===== config.mk =====
export PLATFORM = sky130hd
export DESIGN_NAME = tt_lut_seq_flat
export DESIGN_NICKNAME = d
export VERILOG_FILES = /design/src/rtl/tt_lut_seq_if.sv /design/src/rtl/tt_lut_seq.sv /design/src/flat_wrapper.sv
export SDC_FILE = /design/constraint.sdc
export NUM_CORES = 1
export LEC_CHECK = 0
export BUFFER_PORTS_ARGS = -buffer_cell sky130_fd_sc_hd__buf_4
export CORE_MARGIN = 4
export CORE_UTILIZATION = 25
export CTS_CLUSTER_DIAMETER = 50
export DETAILED_ROUTE_END_ITERATION = 10
export PLACE_DENSITY = 0.47
export SLEW_MARGIN = 25
export SYNTH_ARGS = -nofsm -noshare
export SYNTH_HDL_FRONTEND = slang
export SYNTH_SLANG_ARGS = --single-unit

===== constraint.sdc =====
create_clock -name clk -period 1.84 [get_ports clk]
set_clock_uncertainty 0.2 [all_clocks]
set_input_delay 0.368 -clock clk [delete_from_list [all_inputs] [get_ports clk]]
set_output_delay 0.368 -clock clk [all_outputs]
set_load 0.02 [all_outputs]

===== src/rtl/tt_lut_seq_if.sv =====
// tt_lut_seq_if: config and evaluate handshakes of the truth-table evaluator
interface tt_lut_seq_if #(
    parameter int NIN   = 3,
    parameter int CHUNK = 4
);
    logic             cfg_start;
    logic             cfg_valid;
    logic [CHUNK-1:0] cfg_data;
    logic             cfg_ready;
    logic             cfg_done;
    logic             tt_loaded;
    logic             in_valid;
    logic [NIN-1:0]   in_bits;
    logic             in_ready;
    logic             out_valid;
    logic             out;
    logic             out_ready;

    modport master (
        output cfg_start, cfg_valid, cfg_data, in_valid, in_bits, out_ready,
        input  cfg_ready, cfg_done, tt_loaded, in_ready, out_valid, out
    );

    modport slave (
        input  cfg_start, cfg_valid, cfg_data, in_valid, in_bits, out_ready,
        output cfg_ready, cfg_done, tt_loaded, in_ready, out_valid, out
    );
endinterface


===== src/rtl/tt_lut_seq.sv =====
// tt_lut_seq: run-time loadable NIN-input truth table with a 1-cycle valid/ready evaluate pipe
module tt_lut_seq #(
    parameter int NIN   = 3,
    parameter int CHUNK = 4
) (
    input  logic         clk,
    input  logic         rst_n,
    tt_lut_seq_if.slave  bus
);
    localparam int TW = 1 << NIN;
    localparam int NB = TW / CHUNK;
    localparam int CW = NB > 1 ? $clog2(NB) : 1;

    typedef enum logic [1:0] {IDLE, LOAD, RUN} state_t;

    state_t          state, state_nxt;
    logic [CW-1:0]   cnt, idx;
    logic [TW-1:0]   tt;
    logic            beat, last, accept;

    assign bus.cfg_ready = state == LOAD;
    assign bus.in_ready  = (state == RUN) & ~bus.cfg_start & (~bus.out_valid | bus.out_ready);

    // Beat bookkeeping and next state; a cfg_start arriving with a beat makes it beat 0
    always_comb begin
        idx       = bus.cfg_start ? '0 : cnt;
        beat      = (state == LOAD) & bus.cfg_valid;
        last      = beat & (idx == CW'(NB - 1));
        accept    = bus.in_valid & bus.in_ready;
        state_nxt = state;
        case (state)
            IDLE:    state_nxt = bus.cfg_start ? LOAD : IDLE;
            LOAD:    state_nxt = last ? RUN : LOAD;
            RUN:     state_nxt = bus.cfg_start ? LOAD : RUN;
            default: state_nxt = IDLE;
        endcase
    end

    // State register
    always_ff @(posedge clk or negedge rst_n) begin
        if (!rst_n) state <= IDLE;
        else        state <= state_nxt;
    end

    // Table load: write chunks, count beats, flag completion
    always_ff @(posedge clk or negedge rst_n) begin
        if (!rst_n) begin
            tt            <= '0;
            cnt           <= '0;
            bus.cfg_done  <= 1'b0;
            bus.tt_loaded <= 1'b0;
        end else begin
            bus.cfg_done  <= last;
            bus.tt_loaded <= last | (bus.tt_loaded & ~bus.cfg_start);
            if (beat) begin
                tt[idx*CHUNK +: CHUNK] <= bus.cfg_data;
                cnt                    <= last ? '0 : idx + 1'b1;
            end else if (bus.cfg_start) begin
                cnt <= '0;
            end
        end
    end

    // Result register: load on accept, drop valid once consumed, hold while stalled
    always_ff @(posedge clk or negedge rst_n) begin
        if (!rst_n) begin
            bus.out       <= 1'b0;
            bus.out_valid <= 1'b0;
        end else if (accept) begin
            bus.out       <= tt[bus.in_bits];
            bus.out_valid <= 1'b1;
        end else if (bus.out_ready) begin
            bus.out_valid <= 1'b0;
        end
    end
endmodule


===== src/flat_wrapper.sv =====
// flat-port wrapper written by rule: the top's interface ports become plain ports
module tt_lut_seq_flat 
#(
    parameter int NIN   = 3,
    parameter int CHUNK = 4
)
  (clk, rst_n, bus_cfg_start, bus_cfg_valid, bus_cfg_data, bus_in_valid, bus_in_bits, bus_out_ready, bus_cfg_ready, bus_cfg_done, bus_tt_loaded, bus_in_ready, bus_out_valid, bus_out);
  tt_lut_seq_if #(.NIN(NIN), .CHUNK(CHUNK)) bus_i ();
  input  logic clk;
  input  logic rst_n;
  input wire logic [$bits(bus_i.cfg_start)-1:0] bus_cfg_start;
  input wire logic [$bits(bus_i.cfg_valid)-1:0] bus_cfg_valid;
  input wire logic [$bits(bus_i.cfg_data)-1:0] bus_cfg_data;
  input wire logic [$bits(bus_i.in_valid)-1:0] bus_in_valid;
  input wire logic [$bits(bus_i.in_bits)-1:0] bus_in_bits;
  input wire logic [$bits(bus_i.out_ready)-1:0] bus_out_ready;
  output wire logic [$bits(bus_i.cfg_ready)-1:0] bus_cfg_ready;
  output wire logic [$bits(bus_i.cfg_done)-1:0] bus_cfg_done;
  output wire logic [$bits(bus_i.tt_loaded)-1:0] bus_tt_loaded;
  output wire logic [$bits(bus_i.in_ready)-1:0] bus_in_ready;
  output wire logic [$bits(bus_i.out_valid)-1:0] bus_out_valid;
  output wire logic [$bits(bus_i.out)-1:0] bus_out;
  assign bus_i.cfg_start = bus_cfg_start;
  assign bus_i.cfg_valid = bus_cfg_valid;
  assign bus_i.cfg_data = bus_cfg_data;
  assign bus_i.in_valid = bus_in_valid;
  assign bus_i.in_bits = bus_in_bits;
  assign bus_i.out_ready = bus_out_ready;
  assign bus_cfg_ready = bus_i.cfg_ready;
  assign bus_cfg_done = bus_i.cfg_done;
  assign bus_tt_loaded = bus_i.tt_loaded;
  assign bus_in_ready = bus_i.in_ready;
  assign bus_out_valid = bus_i.out_valid;
  assign bus_out = bus_i.out;
  tt_lut_seq #(.NIN(NIN), .CHUNK(CHUNK)) u_core (.clk(clk), .rst_n(rst_n), .bus(bus_i));
endmodule

* Yosys cells after proc, flatten, opt, wreduce, memory -nomap -nowiden
Index checks and enable logic that the tools add are counted.
** Cells by class
- Shift-type cells :: 2
- $add $sub $neg :: 2
- Eq/ne operators :: 2
- Reductions and logical operators :: 2
- Multipliers :: 0
- Divide/modulo/power cells :: 0
- Order comparisons :: 1
- Muxes and demuxes :: 12
- Bitwise logic cells :: 10
** Operator list (number)
- $neg A3 Y34 :: 1
- $shift A4 B34 Y8 const A :: 1
- $shiftx A4 B34 Y8 :: 1
- $bwmux W8 :: 1
- $mux W1 :: 7
- $and A1 B1 Y1 :: 6
- $pmux W2 S3 :: 1
- $lt A3 B4 Y1 const B :: 1
- $mux W2 :: 2
- $bmux W1 S3 :: 1
- $eq A2 B1 Y1 const B :: 1
- $eq A2 B2 Y1 const B :: 1
- $logic_not A2 Y1 :: 1
- $not A1 Y1 :: 2
- $or A1 B1 Y1 :: 2
- $reduce_bool A2 Y1 :: 1
- $add A1 B1 Y1 const B :: 1
** Word-level totals
- Bits in latches :: 0
- Word-level logic and storage cells :: 38
- Memory bits (writable) :: 0
- Input port bits :: 13
- ROM bits :: 0
- Register bits after elaboration :: 15
- Memories kept :: 0
- Output and inout bits :: 6

* Longest topological paths before layout
- Depth after elaboration :: 5
- Gate-level depth with buffers :: 6
- Depth with buffers taken out :: 6

* Worst setup path after synthesis
No wires, ideal clock.
- Path type :: register -> register
- Start point :: reg u_core.state[0]
- End point :: reg u_core.tt[4]
- Data arrival time :: 1579 ps
- Setup time :: 77 ps
- Path slack :: -15 ps
- Cell stages (with the launch flop) :: 7
- Period minus slack after synthesis :: 1855 ps
- Required time :: 1563 ps
- Path buffers :: 1
- Cells stage by stage :: dfrtp_1 nor2b_1 and2_1 ha_1 clkbuf_1 nand3_1 o21ai_1
** On the way
- Word-level cells in the longest chain between the ends :: 2
** Ends and longest elaborated chain
- from (decl) :: RTL line tt_lut_seq.sv:16 : state_t state, state_nxt;
- from (signal assigned) :: RTL line tt_lut_seq.sv:42 : else state <= state_nxt;
- $eq A2 B1 Y1
- named net bus_cfg_ready :: RTL line flat_wrapper.sv:17 : output wire logic [$bits(bus_i.cfg_ready)-1:0] bus_cfg_ready;
- $and A1 B1 Y1 :: RTL line tt_lut_seq.sv:27 : beat = (state == LOAD) & bus.cfg_valid;
- to (signal, indexed assignment) :: RTL line tt_lut_seq.sv:56 : tt[idx*CHUNK +: CHUNK] <= bus.cfg_data;
- to (decl) :: RTL line tt_lut_seq.sv:18 : logic [TW-1:0] tt;
The timed path passes the listed nets, and every way through them passes these cells.
A chain may end at the register's enable or synchronous reset.

* Worst setup path in the final report
- Start point :: reg u_core.state[0]
- End point :: out bus_in_ready
** On the way
- Word-level cells in the longest chain between the ends :: 3
** Ends and longest elaborated chain
- $eq A2 B2 Y1 :: RTL line tt_lut_seq.sv:22 : assign bus.in_ready = (state == RUN) & ~bus.cfg_start & (~bus.out_valid | bus.out_ready);
- $and A1 B1 Y1 (2 in series) :: RTL line tt_lut_seq.sv:22
- to (decl) :: RTL line flat_wrapper.sv:20 : output wire logic [$bits(bus_i.in_ready)-1:0] bus_in_ready;
No other way between the ends.

==> report_table.html <==
<table>
<tr><th>Metric</th><th>Value</th></tr>
<tr><th colspan="2">Run status</th></tr>
<tr><td>Status</td><td>finished clean</td></tr>
<tr><th colspan="2">Clocking</th></tr>
<tr><td>CTS tree</td><td>built</td></tr>
<tr><td>Clock insertion delay at the later pin of the skew report</td><td>0.27 ns</td></tr>
<tr><td>Setup fix buffers added after clock tree synthesis</td><td>0</td></tr>
<tr><td>Clock tree root driver cell</td><td>sky130_fd_sc_hd__clkbuf_4</td></tr>
<tr><td>Max clock buf depth</td><td>2</td></tr>
<tr><td>TritonCTS Buffers</td><td>3</td></tr>
<tr><td>H-tree depth reported by CTS</td><td>1</td></tr>
<tr><td>Number of clock sinks seen by CTS</td><td>15</td></tr>
<tr><td>Clock transition time at the flip-flop clock pins of the worst setup and hold paths</td><td>0.08 ns</td></tr>
<tr><th colspan="2">Critical path</th></tr>
<tr><td>Arrival time reported for the critical path endpoint</td><td>1.15 ns</td></tr>
<tr><td>Category of the critical setup timing path</td><td>flip-flop to output port</td></tr>
<tr><td>Critical register-to-register path endpoint</td><td>u_core.state[0]</td></tr>
<tr><td>Source of the worst register-to-register timing path</td><td>u_core.state[0]</td></tr>
<tr><td>Endpoint kind of the worst setup timing path</td><td>output port</td></tr>
<tr><td>Number of cells on the worst reg-to-reg path</td><td>6</td></tr>
<tr><td>End of the critical path</td><td>bus_in_ready</td></tr>
<tr><td>Largest fanout of any net on the critical path</td><td>4</td></tr>
<tr><td>Worst setup path start</td><td>u_core.state[0]</td></tr>
<tr><td>R2r setup slk</td><td>0.24 ns</td></tr>
<tr><td>Data required time at the worst endpoint</td><td>1.27 ns</td></tr>
<tr><td>Crit start category</td><td>flip-flop</td></tr>
<tr><th colspan="2">Global routing</th></tr>
<tr><td>Initial antenna violation count</td><td>0</td></tr>
<tr><td>Vias in the first global route</td><td>513</td></tr>
<tr><td>GRT Resource Usage Total</td><td>0.0845</td></tr>
<tr><td>Maximum number of pins on one net before global-route repair</td><td>16</td></tr>
<tr><td>Global-route wire length before repair</td><td>2260 µm</td></tr>
<tr><td>GRT Residual Overflow</td><td>0</td></tr>
<tr><th colspan="2">Place</th></tr>
<tr><td>Number of port buffers</td><td>18</td></tr>
<tr><td>Placed Cells</td><td>113</td></tr>
<tr><td>Half-perimeter wire length after placement</td><td>1040 µm</td></tr>
<tr><td>GP Congestion</td><td>0.671</td></tr>
<tr><th colspan="2">Detailed routing</th></tr>
<tr><td>Total length of routed wires</td><td>1300 µm</td></tr>
<tr><td>WL met1</td><td>596 µm</td></tr>
<tr><td>First-pass DRT Iterations</td><td>3</td></tr>
<tr><td>Met3 wirelength from detailed routing</td><td>35 µm</td></tr>
<tr><td>Top routing layer in use</td><td>met4</td></tr>
<tr><td>Via density per instance</td><td>4.14</td></tr>
<tr><td>Count of routing violations after the opening detailed-route iteration</td><td>6</td></tr>
<tr><td>Total via count after detailed routing</td><td>489</td></tr>
<tr><td>WL/cell</td><td>11.0 µm</td></tr>
<tr><td>DRC violations left</td><td>0</td></tr>
<tr><td>Sum of met2 wire segment lengths after detailed routing</td><td>645 µm</td></tr>
<tr><td>Post-detailed-route count of antenna-violating nets</td><td>0</td></tr>
<tr><th colspan="2">Logic synthesis</th></tr>
<tr><td>Cell Area, Synth</td><td>688 µm²</td></tr>
<tr><td>Mean cell area of the mapped netlist</td><td>10.4 µm²</td></tr>
<tr><td>Flip-flop and latch count after synthesis</td><td>15</td></tr>
<tr><td>Number of standard cells after synthesis</td><td>66</td></tr>
<tr><td>Count of distinct cell types in the synthesized netlist</td><td>18</td></tr>
<tr><td>Number of nets produced by synthesis</td><td>81</td></tr>
<tr><td>Synthesis Warnings</td><td>0</td></tr>
<tr><td>Sequential element share of the synthesized area</td><td>0.545</td></tr>
<tr><th colspan="2">Power and ir drop</th></tr>
<tr><td>Clock network fraction of total power</td><td>0.171</td></tr>
<tr><td>Net Switching</td><td>343 µW</td></tr>
<tr><td>Leakage Power</td><td>0.000468 µW</td></tr>
<tr><td>Internal</td><td>703 µW</td></tr>
<tr><td>Fraction of power spent switching nets</td><td>0.328</td></tr>
<tr><td>Share of power burned in combinational logic</td><td>0.345</td></tr>
<tr><td>Power share of the sequential group</td><td>0.483</td></tr>
<tr><td>PD cells</td><td>1160 nW/µm²</td></tr>
<tr><td>Worst vdd rail ir drop</td><td>0.000528 V</td></tr>
<tr><th colspan="2">Timing</th></tr>
<tr><td>Final period demand of the worst path</td><td>1.72 ns</td></tr>
<tr><td>Max-slew violation total from the final report</td><td>0</td></tr>
<tr><td>Max Fclk</td><td>0.583 GHz</td></tr>
<tr><td>Unrepaired setup endpoints after global routing</td><td>no</td></tr>
<tr><td>Worst slew slack as a fraction of its limit</td><td>0.838</td></tr>
<tr><td>Final critical-path share of the clock period</td><td>0.932</td></tr>
<tr><td>Number of hold violations in the final report</td><td>0</td></tr>
<tr><td>TNS Setup</td><td>0 ns</td></tr>
<tr><td>Worst Tran Pin Value</td><td>0.242 ns</td></tr>
<tr><td>Finish-stage setup viols</td><td>0</td></tr>
<tr><th colspan="2">Cells and area</th></tr>
<tr><td>Most frequent standard cell in the layout excluding fill and tap cells</td><td>sky130_fd_sc_hd__buf_4</td></tr>
<tr><td>NumNets Final</td><td>104</td></tr>
<tr><td>Final Util</td><td>0.355</td></tr>
<tr><td>Highest-count cells in the layout ignoring fill and taps</td><td>sky130_fd_sc_hd__buf_4 (20), sky130_fd_sc_hd__dfrtp_1 (15), sky130_fd_sc_hd__inv_1 (10)</td></tr>
<tr><td>Final Non-Filler Cells</td><td>118</td></tr>
<tr><td>Area of the multi-input gates</td><td>263 µm²</td></tr>
<tr><td>Fraction of final layout cells with drive strength greater than 1</td><td>0.318</td></tr>
<tr><td>Final antenna diode count</td><td>0</td></tr>
<tr><td>Total of fill cells in the finished design</td><td>273</td></tr>
<tr><td>Footprint of the flip-flops and latches</td><td>375 µm²</td></tr>
<tr><td>Area delta synth-&gt;final</td><td>31.3%</td></tr>
<tr><th colspan="2">Floorplanning</th></tr>
<tr><td>Die Wd</td><td>60.5 µm</td></tr>
<tr><td>Core Footprint</td><td>2540 µm²</td></tr>
<tr><td>Area of the die</td><td>3660 µm²</td></tr>
<tr><td>Floorplan row count</td><td>18</td></tr>
<tr><td># IOs</td><td>19</td></tr>
<tr><td>Starting utilization of the core area</td><td>0.270</td></tr>
<tr><td>Die span in y</td><td>60.5 µm</td></tr>
<tr><th colspan="2">Worst hold path</th></tr>
<tr><td>Hold crit path type</td><td>input pin to flip-flop</td></tr>
<tr><th colspan="2">Flow run</th></tr>
<tr><td>Maxcap violations</td><td>0</td></tr>
</table>
==> per-layer routing <==
metal / up-vias / global-route usage
met5: - / 0
met4: 0 / 0.0372
met3: 2 / 0.0255
met2: 5 / 0.125
met1: 219 / 0.114
li1: 263 / -
==> kinds of logic (layout without fill, tap and decap cells) <==
| logic type | after synthesis | after routing | share of synthesized area |
|---|---|---|---|
| muxes | 6 | 6 | 0.105 |
| AOI/OAI and AO/OA | 11 | 11 | 0.0873 |
| adders and majority gates | 2 | 2 | 0.0364 |
| and+or+nand+nor | 18 | 18 | 0.138 |
| buffers and inverters | 14 | 36 | 0.0873 |
| DFF | 15 | 15 | 0.545 |
==> power by group through the flow <==
| stage | Clock [µW] | Sequential, µW | Combinational (µW) |
|---|---|---|---|
| floorplan | 0 | 516 | 225 |
| global placement | 0 | 510 | 365 |
| detailed placement | 0 | 512 | 364 |
| CTS | 191 | 505 | 367 |
| global route | 206 | 521 | 419 |
| finish | 179 | 505 | 361 |
==> metrics by stage <==
step | worst slack, ns | total power (µW) | hold WS [ns] | area, µm²
floorplan | 0.120 | 740 | -0.128 | 691
global placement | 0.185 | 875 | 0.0358 | 860
detailed placement | 0.159 | 876 | 0.0350 | 860
CTS | 0.0217 | 1060 | 0.123 | 896
global route | 0.0286 | 1150 | 0.142 | 903
finish | 0.125 | 1050 | 0.128 | 903
==> timing repair <==
item                       in CTS  in global routing
hold endpoints to repair       15                  0
hold buffers                    1                  0
resized for setup               0                  2
setup endpoints to repair       0                  1
==> critical path: stages (launching register included) <==
cell,delay [ns]
sky130_fd_sc_hd__dfrtp_1,0.42
sky130_fd_sc_hd__nor3b_2,0.19
sky130_fd_sc_hd__and2_1,0.14
sky130_fd_sc_hd__buf_4,0.13
==> final cells by class <==
type	count	share of cell area
Sequential cell	15	0.416
Multi-Input combinational cell	37	0.291
Timing Repair Buffer	21	0.177
Inverter	11	0.0457
Tap cell	30	0.0416
Clock buffer	4	0.0291
==> state kept, by name, summed over array words and instances (netlist names) <==
signal                flops
u_core.tt                 8
u_core.state              2
u_core.bus.cfg_done       1
u_core.bus.out            1
u_core.bus.out_valid      1
u_core.bus.tt_loaded      1
u_core.cnt                1
==> synthesized netlist by cell type <==
| cell | number | area [µm²] |
|---|---|---|
| sky130_fd_sc_hd__dfrtp_1 | 15 | 375 |
| sky130_fd_sc_hd__inv_1 | 10 | 37.5 |
| sky130_fd_sc_hd__nand3_1 | 9 | 45.0 |
| sky130_fd_sc_hd__o21ai_1 | 6 | 30.0 |
| sky130_fd_sc_hd__mux2i_1 | 5 | 50.1 |
| sky130_fd_sc_hd__o21ai_0 | 3 | 15.0 |
| sky130_fd_sc_hd__a21o_1 | 2 | 15.0 |
| sky130_fd_sc_hd__and2_1 | 2 | 12.5 |
| sky130_fd_sc_hd__clkbuf_1 | 2 | 7.51 |
| sky130_fd_sc_hd__ha_1 | 2 | 25.0 |
| sky130_fd_sc_hd__nand2_1 | 2 | 7.51 |
| sky130_fd_sc_hd__nor2b_1 | 2 | 12.5 |
| sky130_fd_sc_hd__buf_6 | 1 | 11.3 |
| sky130_fd_sc_hd__inv_2 | 1 | 3.75 |
| sky130_fd_sc_hd__mux4_2 | 1 | 22.5 |
| sky130_fd_sc_hd__nand2b_1 | 1 | 6.26 |
| sky130_fd_sc_hd__nor2_1 | 1 | 3.75 |
| sky130_fd_sc_hd__nor3b_1 | 1 | 7.51 |
==> worst min-delay path by stage <==
stage | startpoint | endpoint | depth (start not counted) | slack [ns]
floorplan | rst_n | u_core.bus.cfg_done | 0 | -0.13
global placement | rst_n | u_core.bus.tt_loaded | 1 | 0.04
detailed placement | rst_n | u_core.bus.tt_loaded | 1 | 0.04
CTS | bus_cfg_data[1] | u_core.tt[1] | 3 | 0.12
global route | bus_cfg_data[0] | u_core.tt[0] | 3 | 0.14
finish | bus_cfg_data[0] | u_core.tt[0] | 3 | 0.13
(Power assumes the default switching activity.)
